### src/rtl/instr_fetch_loader.sv
// Program memory for the single-cycle core: byte-stream loader plus
// combinational instruction fetch; holds the core in reset until loaded.
//
// Ports:
//   clk, reset        clock, async active-low reset
//   pc_in             core byte address
//   instr_out         fetched instruction (NOP when invalid)
//   ld_valid/ld_ready byte handshake; ld_byte data, ld_last end of image
//   reload            re-enter LOAD from RUN
//   core_hold         registered; 1 holds the core in reset
//   load_done         high in RUN
//   word_count        words written in the current image
//   err_overflow      sticky byte-after-full flag
//   err_fetch         misaligned or out-of-range fetch in RUN
module instr_fetch_loader #(
   parameter int          DEPTH  = 64,
   parameter int          ADDR_W = 6,
   parameter logic [31:0] NOP    = 32'h0000_0013
) (
   input  logic              clk,
   input  logic              reset,
   input  logic [31:0]       pc_in,
   output logic [31:0]       instr_out,
   input  logic              ld_valid,
   output logic              ld_ready,
   input  logic [7:0]        ld_byte,
   input  logic              ld_last,
   input  logic              reload,
   output logic              core_hold,
   output logic              load_done,
   output logic [ADDR_W:0]   word_count,
   output logic              err_overflow,
   output logic              err_fetch
);

   typedef enum logic {
      S_LOAD,
      S_RUN
   } state_t;

   localparam logic [ADDR_W:0] FULL = (ADDR_W+1)'(DEPTH);

   state_t            state_q, state_d;
   logic [1:0]        bidx_q, bidx_d;
   logic [ADDR_W:0]   cnt_q, cnt_d;
   logic [23:0]       part_q, part_d;
   logic              ovf_q, ovf_d;
   logic              hold_q, hold_d;
   logic              we;
   logic [31:0]       wdata;
   logic [31:0]       mem_q [DEPTH];

   logic              full;
   logic              aligned;
   logic              in_range;
   logic [ADDR_W-1:0] widx;

   assign full = (cnt_q == FULL);

   // Word as it would look if written now: current byte in its lane,
   // earlier lanes from the partial register, higher lanes zero.
   always_comb begin
      wdata = 32'h0;
      unique case (bidx_q)
         2'd0: wdata = {24'h0, ld_byte};
         2'd1: wdata = {16'h0, ld_byte, part_q[7:0]};
         2'd2: wdata = {8'h0, ld_byte, part_q[15:0]};
         default: wdata = {ld_byte, part_q};
      endcase
   end

   always_comb begin
      state_d = state_q;
      bidx_d  = bidx_q;
      cnt_d   = cnt_q;
      part_d  = part_q;
      ovf_d   = ovf_q;
      hold_d  = hold_q;
      we      = 1'b0;
      unique case (state_q)
         S_LOAD: begin
            if (ld_valid) begin
               if (full) begin
                  ovf_d = 1'b1;
               end else if (bidx_q == 2'd3 || ld_last) begin
                  we     = 1'b1;
                  cnt_d  = cnt_q + 1'b1;
                  bidx_d = 2'd0;
                  part_d = 24'h0;
               end else begin
                  bidx_d = bidx_q + 2'd1;
                  unique case (bidx_q)
                     2'd0: part_d[7:0] = ld_byte;
                     2'd1: part_d[15:8] = ld_byte;
                     default: part_d[23:16] = ld_byte;
                  endcase
               end
               if (ld_last) begin
                  state_d = S_RUN;
                  hold_d  = 1'b0;
               end
            end
         end
         default: begin
            if (reload) begin
               state_d = S_LOAD;
               hold_d  = 1'b1;
               cnt_d   = '0;
               bidx_d  = 2'd0;
               part_d  = 24'h0;
               ovf_d   = 1'b0;
            end
         end
      endcase
   end

   always_ff @(posedge clk or negedge reset) begin
      if (!reset) begin
         state_q <= S_LOAD;
         bidx_q  <= 2'd0;
         cnt_q   <= '0;
         part_q  <= 24'h0;
         ovf_q   <= 1'b0;
         hold_q  <= 1'b1;
      end else begin
         state_q <= state_d;
         bidx_q  <= bidx_d;
         cnt_q   <= cnt_d;
         part_q  <= part_d;
         ovf_q   <= ovf_d;
         hold_q  <= hold_d;
      end
   end

   // Contents are intentionally unreset; validity comes from cnt_q.
   always_ff @(posedge clk) begin
      if (we) begin
         mem_q[cnt_q[ADDR_W-1:0]] <= wdata;
      end
   end

   assign widx     = pc_in[ADDR_W+1:2];
   assign aligned  = (pc_in[1:0] == 2'b00);
   assign in_range = (pc_in[31:ADDR_W+2] == '0);

   always_comb begin
      instr_out = NOP;
      err_fetch = 1'b0;
      if (state_q == S_RUN) begin
         err_fetch = !(aligned && in_range);
         if (aligned && in_range && ({1'b0, widx} < cnt_q)) begin
            instr_out = mem_q[widx];
         end
      end
   end

   assign ld_ready     = (state_q == S_LOAD);
   assign load_done    = (state_q == S_RUN);
   assign core_hold    = hold_q;
   assign word_count   = cnt_q;
   assign err_overflow = ovf_q;

endmodule

### config.mk
export PLATFORM = sky130hd
export DESIGN_NAME = instr_fetch_loader
export DESIGN_NICKNAME = d
export VERILOG_FILES = /design/src/rtl/instr_fetch_loader.sv
export SDC_FILE = /design/constraint.sdc
export NUM_CORES = 2
export LEC_CHECK = 0
export ABC_AREA = 0
export BUFFER_PORTS_ARGS = -buffer_cell sky130_fd_sc_hd__buf_2
export CAP_MARGIN = 20
export CORE_MARGIN = 3
export CORE_UTILIZATION = 44
export CTS_CLUSTER_SIZE = 28
export DETAILED_ROUTE_END_ITERATION = 16
export GPL_ROUTABILITY_DRIVEN = 0
export SKIP_CTS_REPAIR_TIMING = 1
export SYNTH_ARGS = -nofsm -noshare
export SYNTH_HDL_FRONTEND = slang
export SYNTH_SLANG_ARGS = --single-unit
### constraint.sdc
create_clock -name clk -period 5.3 [get_ports clk]
set_input_delay 0.265 -clock clk [delete_from_list [all_inputs] [get_ports clk]]
set_output_delay 0.265 -clock clk [all_outputs]
set_load 0.005 [all_outputs]
==> flow_metrics.tcl <==
set metrics [dict create \
    grt_start_max_net_pins 74 \
    power_density_nw_per_um2 382 \
    outcome "completed" \
    vias_per_cell 6.10 \
    die_h_um 436 \
    finalMaxSlewViolations 0 \
    synth_commonest_cells "edfxtp_1 (2,048), mux4_2 (436), mux2i_1 (132)" \
    critPathLaunchType "register" \
    synth.most_common_cell "edfxtp_1" \
    synth_cell_types 74 \
    cp.arrival_ps 4180 \
    path_buf_inv 3 \
    final_util 0.505 \
    synth_top_area_share 0.755 \
    rows 157 \
    cts_max_path_buffers 3 \
    crit_fanout 18 \
    cp.required_ps 5040 \
    max-slew-margin-rel 0.219 \
    final_nets 4054 \
    synth_warnings 0 \
    fin_worst_skew_ps 21.5 \
    wirelength_mm 227 \
    synth_area_leader_cell "edfxtp_1" \
    fin_crit_sh 0.839 \
    r2r_slack_ps 1760 \
    cts_tree "done" \
    die_w_um 436 \
    dpl_cell_area_um2 85900 \
    synthArstFlopShare 0.0173 \
    htree_levels 4 \
    ir_worst_vdd_uv 377 \
    clock-root-buffer "clkbuf_16" \
    port-buffer-count 88 \
    hold_violations 0 \
    synth_flop_cell "edfxtp_1" \
    tns_ps 0 \
    p_leak_uw 0.0299 \
    grt_pass1_wl_mm 319 \
    grtUsageTotal 0.238 \
    clk_pin_slew_worst_paths_ps 60 \
    synth_nets 3755 \
    grt-ovfl-total 0 \
    cpMaxStageDelayCell "a311oi_1" \
    hpwl_mm 135 \
    layout-drive-gt1-share 0.271 \
    design_area_um2 92600 \
    start_util 0.444 \
    worst_path_largest_cell_delay_ps 660 \
    ys_ff_latch 2084 \
    avgSynthCellArea_um2 22.0 \
    setup_violations 0 \
    grt_pass1_vias 39700 \
    synth_edf_count 2048 \
    die-area_um2 190000 \
    syn_area_um2 81400 \
    num_vias 40500 \
    place_inst 6238 \
    synth.area.top_cells "edfxtp_1 (76%), mux4_2 (12%), mux4_1 (2.3%)" \
    clock.fmax_ghz 0.225 \
    ant_nets 0 \
    min_path_type "input pin to asynchronous set/reset pin" \
    worst-setup-path-type "register to output pin" \
    cts_buffers 202 \
    clk_latency_ps 840 \
    min_period_ps 4450 \
    drtIter0Drc 5088 \
    synthToLayoutAreaGrowth_pct 13.7 \
    cp_top_family "compound AO/OA/AOI/OAI gates" \
    drcViolationCount 0 \
    synth_cells 3699 \
    end_kind "output pin" \
    worst_pin_slew_ps 1170 \
    firstDrtPassIters 6 \
    crit_chain "inv_1 -> ha_1 -> a21o_1 -> a21oi_1 -> o2111ai_4 -> buf_4 -> a311oi_1 -> o311ai_1 -> buf_2" \
    rsz0062_at_grt "false" \
    core_area_um2 183000 \
    cap_violations 0 \
    ioPinCount 89 \
    antenna_found_initial 4 \
    ys_seq_area_frac 0.766 \
    routedWlPerCell_um 34.2 \
    final_cells 6634 \
    clock_sinks 2084 \
]
## layout by cell type, fill, tap and decap left out, types with 17 or more instances in the layout
cell | Yosys | routed
dlygate4sd3_1 | 0 | 19
a211oi_1 | 19 | 19
dfrtp_1 | 35 | 35
nor3_1 | 34 | 33
nor2_4 | 0 | 64
clkinv_2 | 0 | 36
buf_2 | 56 | 84
bufinv_16 | 0 | 17
buf_12 | 15 | 23
clkbuf_16 | 0 | 207
edfxtp_1 | 2048 | 2048
clkbuf_1 | 54 | 41
a22oi_1 | 42 | 42
nand2_1 | 128 | 128
mux2i_1 | 132 | 132
a21oi_1 | 52 | 52
a221oi_1 | 17 | 17
buf_4 | 23 | 166
mux4_2 | 436 | 436
mux4_1 | 72 | 72
inv_1 | 18 | 18
mux2_2 | 18 | 18
nor2_1 | 127 | 62
clkinv_1 | 3 | 51
o21ai_0 | 59 | 51
nand3_1 | 33 | 33
## cell type report
cell class	instances	area (um2)
sequential	2084	62400
antenna	3	7.51
inverter	21	82.6
timing repair buffer	295	2360
fill	14400	90900
clock inverter	125	1160
clock buffer	248	5330
tap	2464	3080
multi-input combinational	1394	18100
## per-layer routing
layer	routed length, um	track usage
met1	93300	0.344
met2	108000	0.374
met3	18200	0.0394
met4	7290	0.0730
met5	26	0
## per-stage QoR
step | setup slack (ps) | total power [uW] | hold WS, ps
6_report | 855 | 35400 | 91.4
5_1_grt | 772 | 36400 | 122
4_1_cts | 814 | 35600 | -489
3_5_place_dp | 1460 | 21600 | 429
3_3_place_gp | 1420 | 21500 | 425
2_1_floorplan | 1090 | 20500 | -30.6
## power breakdown
part | internal, uW | switching [uW] | leakage (uW)
sequential | 18700 | 62.9 | 0.0193
clock | 7990 | 6170 | 0.00316
combinational | 711 | 1800 | 0.00738
total | 27400 | 8040 | 0.0299
## worst paths after layout
check | startpoint | end | depth (start not counted)
setup / recovery | word_count[4] | instr_out[0] | 9
hold / removal | reset | bidx_q[1] | 2
setup reg to reg | word_count[3] | mem_q[44][27] | 8
hold reg to reg | part_q[0] | part_q[0] | 2
max in group asynchronous | reset | part_q[15] | 2
min in group clk | reload | core_hold | 4
## cells by family after synthesis
| family | Yosys count | share of synthesized area |
|---|---|---|
| AOI/OAI and AO/OA | 312 | 0.0269 |
| buffers and inverters | 221 | 0.0194 |
| xor gates and xnor gates | 5 | 0.000538 |
| DFF | 2084 | 0.766 |
| muxes | 658 | 0.163 |
| adders and majority gates | 11 | 0.00169 |
| and+or+nand+nor | 408 | 0.0228 |
## registers in the layout, summed over array words and instances, names as in the netlist
register	count
part_q	24
bidx_q	2
mem_q	2048
core_hold	1
load_done	1
word_count	7
err_overflow	1
Note: power is estimated with default switching activity, not from simulation.
